[src/rtl/dma_pkg.sv]
// Shared definitions for the DMA transfer engine: FSM states, control-register
// bit positions and register-map offsets.
package dma_pkg;

    typedef enum logic [1:0] {
        ST_IDLE = 2'd0,
        ST_RD   = 2'd1,
        ST_WR   = 2'd2,
        ST_DONE = 2'd3
    } dma_state_e;

    localparam int unsigned CTRL_EN       = 0;
    localparam int unsigned CTRL_INC_SRC  = 2;
    localparam int unsigned CTRL_INC_DSTN = 3;

    localparam logic [7:0] REG_SRC_OFS   = 8'h00;
    localparam logic [7:0] REG_COUNT_OFS = 8'h04;
    localparam logic [7:0] REG_CTRL_OFS  = 8'h08;
    localparam logic [7:0] REG_DSTN_OFS  = 8'h0C;

    // True in the states that own the memory bus.
    function automatic logic is_bus_state(input dma_state_e st);
        return (st == ST_RD) || (st == ST_WR);
    endfunction

endpackage

[src/rtl/dma_addr_gen.sv]
// Loadable address counter: loads a start address, optionally steps by one
// word per completed write, and wraps naturally modulo 2^ADDR_W.
module dma_addr_gen
    import dma_pkg::*;
#(
    parameter int ADDR_W = 32
) (
    input  logic              clk,
    input  logic              reset,
    input  logic              load,
    input  logic [ADDR_W-1:0] load_addr,
    input  logic              inc_en,
    output logic [ADDR_W-1:0] addr,
    output logic [ADDR_W-1:0] addr_nxt
);

    logic [ADDR_W-1:0] addr_r;

    // Next address: load has priority over increment.
    always_comb begin
        addr_nxt = addr_r;
        if (load) begin
            addr_nxt = load_addr;
        end else if (inc_en) begin
            addr_nxt = addr_r + {{(ADDR_W-1){1'b0}}, 1'b1};
        end else begin
            addr_nxt = addr_r;
        end
    end

    // Address register.
    always_ff @(posedge clk or negedge reset) begin
        if (!reset) begin
            addr_r <= {ADDR_W{1'b0}};
        end else begin
            addr_r <= addr_nxt;
        end
    end

    assign addr = addr_r;

endmodule

[src/rtl/dma_transfer_engine.sv]
// Single-channel word-by-word DMA engine (read one word, write one word).
// Optional interrupt output is compiled in when DMA_IRQ_EN is defined.
module dma_transfer_engine
    import dma_pkg::*;
#(
    parameter int ADDR_W = 32,
    parameter int DATA_W = 32
) (
    input  logic              clk,
    input  logic              reset,
    input  logic [31:0]       ctrl_sig_reg,
    input  logic [31:0]       src_addr_reg,
    input  logic [31:0]       dstn_addr_reg,
    input  logic [31:0]       count_reg,
    output logic              mem_req,
    output logic              mem_we,
    output logic [ADDR_W-1:0] mem_addr,
    output logic [DATA_W-1:0] mem_wdata,
    input  logic [DATA_W-1:0] mem_rdata,
    input  logic              mem_ack,
    output logic              busy,
    output logic              done,
`ifdef DMA_IRQ_EN
    output logic              irq,
    input  logic              irq_clr,
`endif
    output logic [31:0]       words_left
);

    dma_state_e        state_r;
    dma_state_e        state_nxt_s;
    logic              en_s;
    logic              en_prev_r;
    logic              start_s;
    logic              abort_r;
    logic              abort_s;
    logic              rd_ack_s;
    logic              wr_ack_s;
    logic              inc_src_r;
    logic              inc_dstn_r;
    logic [31:0]       words_left_r;
    logic [DATA_W-1:0] data_buf_r;
    logic              mem_req_r;
    logic              mem_we_r;
    logic [ADDR_W-1:0] mem_addr_r;
    logic [ADDR_W-1:0] mem_addr_nxt_s;
    logic              busy_r;
    logic              done_r;
    logic [ADDR_W-1:0] src_addr_s;
    logic [ADDR_W-1:0] src_nxt_s;
    logic [ADDR_W-1:0] dstn_addr_s;
    logic [ADDR_W-1:0] dstn_nxt_s;
    logic              unused_ctrl_s;

    assign unused_ctrl_s = ^{ctrl_sig_reg[31:4], ctrl_sig_reg[1], src_addr_s, dstn_addr_s};

    assign en_s     = ctrl_sig_reg[CTRL_EN];
    assign start_s  = (state_r == ST_IDLE) && en_s && !en_prev_r;
    // Abort is sticky once seen so a re-raised enable cannot cancel it.
    assign abort_s  = abort_r || !en_s;
    assign rd_ack_s = (state_r == ST_RD) && mem_ack;
    assign wr_ack_s = (state_r == ST_WR) && mem_ack;

    dma_addr_gen #(.ADDR_W(ADDR_W)) u_src_gen (
        .clk       (clk),
        .reset     (reset),
        .load      (start_s),
        .load_addr (src_addr_reg[ADDR_W-1:0]),
        .inc_en    (wr_ack_s && inc_src_r),
        .addr      (src_addr_s),
        .addr_nxt  (src_nxt_s)
    );

    dma_addr_gen #(.ADDR_W(ADDR_W)) u_dstn_gen (
        .clk       (clk),
        .reset     (reset),
        .load      (start_s),
        .load_addr (dstn_addr_reg[ADDR_W-1:0]),
        .inc_en    (wr_ack_s && inc_dstn_r),
        .addr      (dstn_addr_s),
        .addr_nxt  (dstn_nxt_s)
    );

    // Next-state decode.
    always_comb begin
        state_nxt_s = state_r;
        case (state_r)
            ST_IDLE: begin
                if (start_s) begin
                    state_nxt_s = (count_reg == 32'd0) ? ST_DONE : ST_RD;
                end else begin
                    state_nxt_s = ST_IDLE;
                end
            end
            ST_RD: begin
                if (mem_ack) begin
                    state_nxt_s = abort_s ? ST_IDLE : ST_WR;
                end else begin
                    state_nxt_s = ST_RD;
                end
            end
            ST_WR: begin
                if (!mem_ack) begin
                    state_nxt_s = ST_WR;
                end else if (abort_s) begin
                    state_nxt_s = ST_IDLE;
                end else if (words_left_r <= 32'd1) begin
                    state_nxt_s = ST_DONE;
                end else begin
                    state_nxt_s = ST_RD;
                end
            end
            ST_DONE: state_nxt_s = ST_IDLE;
            default: state_nxt_s = ST_IDLE;
        endcase
    end

    // Bus address for the phase being entered; held otherwise.
    always_comb begin
        mem_addr_nxt_s = mem_addr_r;
        if (state_nxt_s == ST_RD) begin
            mem_addr_nxt_s = src_nxt_s;
        end else if (state_nxt_s == ST_WR) begin
            mem_addr_nxt_s = dstn_nxt_s;
        end else begin
            mem_addr_nxt_s = mem_addr_r;
        end
    end

    // State, edge detect and registered bus/status outputs.
    always_ff @(posedge clk or negedge reset) begin
        if (!reset) begin
            state_r    <= ST_IDLE;
            en_prev_r  <= 1'b0;
            abort_r    <= 1'b0;
            mem_req_r  <= 1'b0;
            mem_we_r   <= 1'b0;
            mem_addr_r <= {ADDR_W{1'b0}};
            busy_r     <= 1'b0;
            done_r     <= 1'b0;
        end else begin
            state_r    <= state_nxt_s;
            en_prev_r  <= en_s;
            abort_r    <= is_bus_state(state_nxt_s) && abort_s;
            mem_req_r  <= is_bus_state(state_nxt_s);
            mem_we_r   <= (state_nxt_s == ST_WR);
            mem_addr_r <= mem_addr_nxt_s;
            busy_r     <= (state_nxt_s != ST_IDLE);
            done_r     <= (state_nxt_s == ST_DONE);
        end
    end

    // Latched transfer configuration and remaining word count.
    always_ff @(posedge clk or negedge reset) begin
        if (!reset) begin
            inc_src_r    <= 1'b0;
            inc_dstn_r   <= 1'b0;
            words_left_r <= 32'd0;
        end else if (start_s) begin
            inc_src_r    <= ctrl_sig_reg[CTRL_INC_SRC];
            inc_dstn_r   <= ctrl_sig_reg[CTRL_INC_DSTN];
            words_left_r <= count_reg;
        end else if (wr_ack_s) begin
            words_left_r <= words_left_r - 32'd1;
        end else begin
            words_left_r <= words_left_r;
        end
    end

    // One-word data buffer, doubling as the write-data driver.
    always_ff @(posedge clk or negedge reset) begin
        if (!reset) begin
            data_buf_r <= {DATA_W{1'b0}};
        end else if (rd_ack_s) begin
            data_buf_r <= mem_rdata;
        end else begin
            data_buf_r <= data_buf_r;
        end
    end

`ifdef DMA_IRQ_EN
    logic irq_r;

    // Interrupt flag: set in DONE wins over clear.
    always_ff @(posedge clk or negedge reset) begin
        if (!reset) begin
            irq_r <= 1'b0;
        end else if (state_r == ST_DONE) begin
            irq_r <= 1'b1;
        end else if (irq_clr || start_s) begin
            irq_r <= 1'b0;
        end else begin
            irq_r <= irq_r;
        end
    end

    assign irq = irq_r;
`endif

    assign mem_req    = mem_req_r;
    assign mem_we     = mem_we_r;
    assign mem_addr   = mem_addr_r;
    assign mem_wdata  = data_buf_r;
    assign busy       = busy_r;
    assign done       = done_r;
    assign words_left = words_left_r;

endmodule

[config.mk]
export PLATFORM = sky130hd
export DESIGN_NAME = dma_transfer_engine
export DESIGN_NICKNAME = d
export VERILOG_FILES = /design/src/rtl/dma_pkg.sv /design/src/rtl/dma_addr_gen.sv /design/src/rtl/dma_transfer_engine.sv
export SDC_FILE = /design/constraint.sdc
export NUM_CORES = 1
export LEC_CHECK = 0
export CAP_MARGIN = 30
export CORE_ASPECT_RATIO = 0.75
export CORE_MARGIN = 3
export CORE_UTILIZATION = 40
export DETAILED_ROUTE_END_ITERATION = 8
export PLACE_DENSITY = 0.7
export SLEW_MARGIN = 15
export SYNTH_ARGS = -nofsm -noshare
export SYNTH_HDL_FRONTEND = slang
export SYNTH_HIERARCHICAL = 1
export SYNTH_SLANG_ARGS = --single-unit
[constraint.sdc]
create_clock -name clk -period 4.07 [get_ports clk]
set_clock_uncertainty 0.1 [all_clocks]
set_input_delay 1.221 -clock clk [delete_from_list [all_inputs] [get_ports clk]]
set_output_delay 1.221 -clock clk [all_outputs]
set_load 0.02 [all_outputs]
==> flow_summary.toml <==
[routing]
via_per_inst = 5.65
wl_um = 26800
avgRoutedWirePerCell_um = 18.5
drtIter0Drc = 691
dr.pass1.iters = 5
drc = 0
ant_nets = 0
vias = 8180

[setup_path]
cp-end-kind = "flop"
cp.arrival_ns = 4.05
worst-setup-path-type = "in -> reg"
cp_max_fo = 16
cp.required_ns = 4.31
crit_path_start_kind = "primary input"

[floorplanning]
die_h_um = 135
boundaryPins = 263
initial_core_util_pct = 41.2
dieWidth_um = 177
die_area_mm2 = 0.0239
rows = 46
core-area_mm2 = 0.0214

[yosys]
postSynthCellCount = 904
synth_edf_count = 0
ys_top_cells_by_area = "dfrtp_1 (48%), nand2_1 (5.2%), o21ai_0 (4.5%), mux2_2 (4.2%), mux2i_1 (4.0%)"
synthArstFlopShare_pct = 100
synthesis.nets = 1075
synth.most_common_cell = "dfrtp_1"
yosysWarnings = 6
netlist_area_mm2 = 0.00882
synth_cell_types = 63
synth_common_cells = "dfrtp_1 (170), nand2_1 (122), o21ai_0 (79), nor2_1 (53), clkbuf_1 (37)"
synth_top_flop_cell = "dfrtp_1"
synth-seq-area-share_pct = 48.2
yosysTopAreaCellShare_pct = 48.2
synth_top_cell_by_area = "dfrtp_1"
synth.ff_latch_count = 170
synth.avg_cell_area_um2 = 9.76

[cts]
cts_tree = "yes"
cts_buffer_depth = 2
clock_latency_ns = 0.42
root_buffer = "clkbuf_16"
cts_resized = 0
cts_sinks = 170
cts_inserted_buffers = 17
clk_pin_slew_ns = 0.07
cts_max_level = 4
cts_setup_buffers = 0
cts_hold_buf = 0

[finish]
final_area_mm2 = 0.0123
drive_gt1_share_pct = 11.4
fin_util_pct = 57.5
n_fill_cell = 1889
stdcell_count = 1447
syn2layout_area_growth_pct = 39.4
diodes = 0
num-nets-final = 1317

[sta]
drv_slew = 0
hold_violations = 0
rsz0062_at_grt = "no"
final.period_utilization_pct = 93.6
max_freq_mhz = 262
fin_crit_ns = 3.81
setup_viol_count_final = 0
tightest_slew_ns = 0.764
slew_headroom_pct = 48.9

[global_route]
met2_usage_pct = 32.4
grt_util_all_layers_pct = 22.5
grt_pass1_wl_um = 42800
grt_pass1_vias = 8001
grt-ovfl-total = 0
grt_antenna_before_repair = 1
use_met1_pct = 33.7
busiest_layer = "met1"
met3_usage_pct = 6.32
grt_max_degree = 68

[placed_design]
hpwl_um = 19700
io_buffers = 233
placed_cell_area_mm2 = 0.0117
numPlacedInstances = 1414
gp_congestion = 0.864

[job]
maxCapViolCount = 0

[power_and_ir_drop]
power_density_mw_per_mm2 = 769
total_power_w = 0.00946
p_leak_nw = 4.80
vdd_ir_drop_max_mv = 0.368

[worst_hold_path]
min-delay-path-class = "reg -> reg"

[status]
outcome = "complete, no violations"
-- power by group --
part / internal [W] / switching, W
Clock: 0.00101 / 0.000709
Sequential: 0.00252 / 0.000767
Combinational: 0.00206 / 0.00240
-- logic make-up after synthesis --
family	after synthesis	synth area share [%]
buffers and inverters	70	3.62
adder cells (fa/ha/maj)	8	1.13
XOR/XNOR	22	2.18
AO/OA/AOI/OAI	204	15.0
flip-flops	170	48.2
multiplexers	68	8.18
AND/OR/NAND/NOR	362	21.7
-- worst max-delay path, cell delays in order --
cell and delay (ns):
clkdlybuf4s50_1 0.51, nand2_1 0.08, nor2_1 0.24, and2_1 0.23, nand4_2 0.14, or4_4 0.56, or4_1 0.50, a31oi_1 0.30
mux2i_1 0.11, o21ai_0 0.16
-- cells in the final DEF, fill, tap and decap left out, types with 7 or more instances in the layout --
| master | instances |
|---|---|
| and3_1 | 8 |
| mux2i_1 | 35 |
| o211ai_1 | 13 |
| inv_1 | 14 |
| a31oi_1 | 36 |
| and2_1 | 8 |
| nor2_1 | 53 |
| o31ai_1 | 29 |
| o311ai_0 | 9 |
| xnor2_1 | 11 |
| or3_1 | 10 |
| and4_1 | 9 |
| mux2_2 | 33 |
| nor4_1 | 20 |
| dfrtp_1 | 170 |
| nand4_1 | 20 |
| clkbuf_16 | 17 |
| clkdlybuf4s50_1 | 232 |
| xor2_1 | 11 |
| a21oi_1 | 9 |
| buf_12 | 7 |
| o21ai_0 | 79 |
| nor3_1 | 14 |
| or4_1 | 34 |
| buf_4 | 36 |
| nand2_1 | 122 |
| nand3_1 | 36 |
-- registers in the layout, summed over array words and instances (netlist names), 2 cells and up --
name,flops
mem_addr,32
mem_wdata,32
state_r,2
u_dstn_gen/addr,32
u_src_gen/addr,32
words_left,32
-- worst paths after layout --
check / startpoint / endpoint / slack, ns / cells after the start
setup / recovery: mem_ack / mem_addr[29]$_DFFE_PN0P_ / 0.26 / 10
hold / removal: inc_src_r$_DFFE_PN0P_ / inc_src_r$_DFFE_PN0P_ / 0.38 / 2
setup reg to reg: words_left[26]$_DFFE_PN0P_ / mem_addr[19]$_DFFE_PN0P_ / 1.07 / 7
hold reg to reg: inc_src_r$_DFFE_PN0P_ / inc_src_r$_DFFE_PN0P_ / 0.38 / 2
max in group asynchronous: reset / u_src_gen/addr[9]$_DFF_PN0_ / 2.36 / 2
min in group asynchronous: reset / words_left[8]$_DFFE_PN0P_ / 0.69 / 1
-- cell type report --
type                    count  area [um2]  share of cell area (%)
multi-input cells         664        4260                    34.6
flip-flops and latches    170        4250                    34.6
repair buffers            277        2760                    22.4
clock buffers              21         460                    3.74
well taps                 288         360                    2.93
clock inverters            11         158                    1.28
inverters                  16        60.1                   0.488
-- stage by stage --
step	hold slack [ns]	setup slack (ns)	TNS [ns]
2_1_floorplan	0.337	0.242	0
3_3_place_gp	0.355	-0.0799	-0.143
3_5_place_dp	0.359	-0.160	-0.682
4_1_cts	0.375	0.274	0
5_1_grt	0.393	0.124	0
6_report	0.378	0.259	0
-- per-layer routing --
layer / up-vias / wire (um)
met2: 363 / 11300
met5: - / 15
met4: 2 / 362
met3: 30 / 2540
li1: 3874 / -
met1: 3911 / 12500
(Power assumes the default switching activity.)
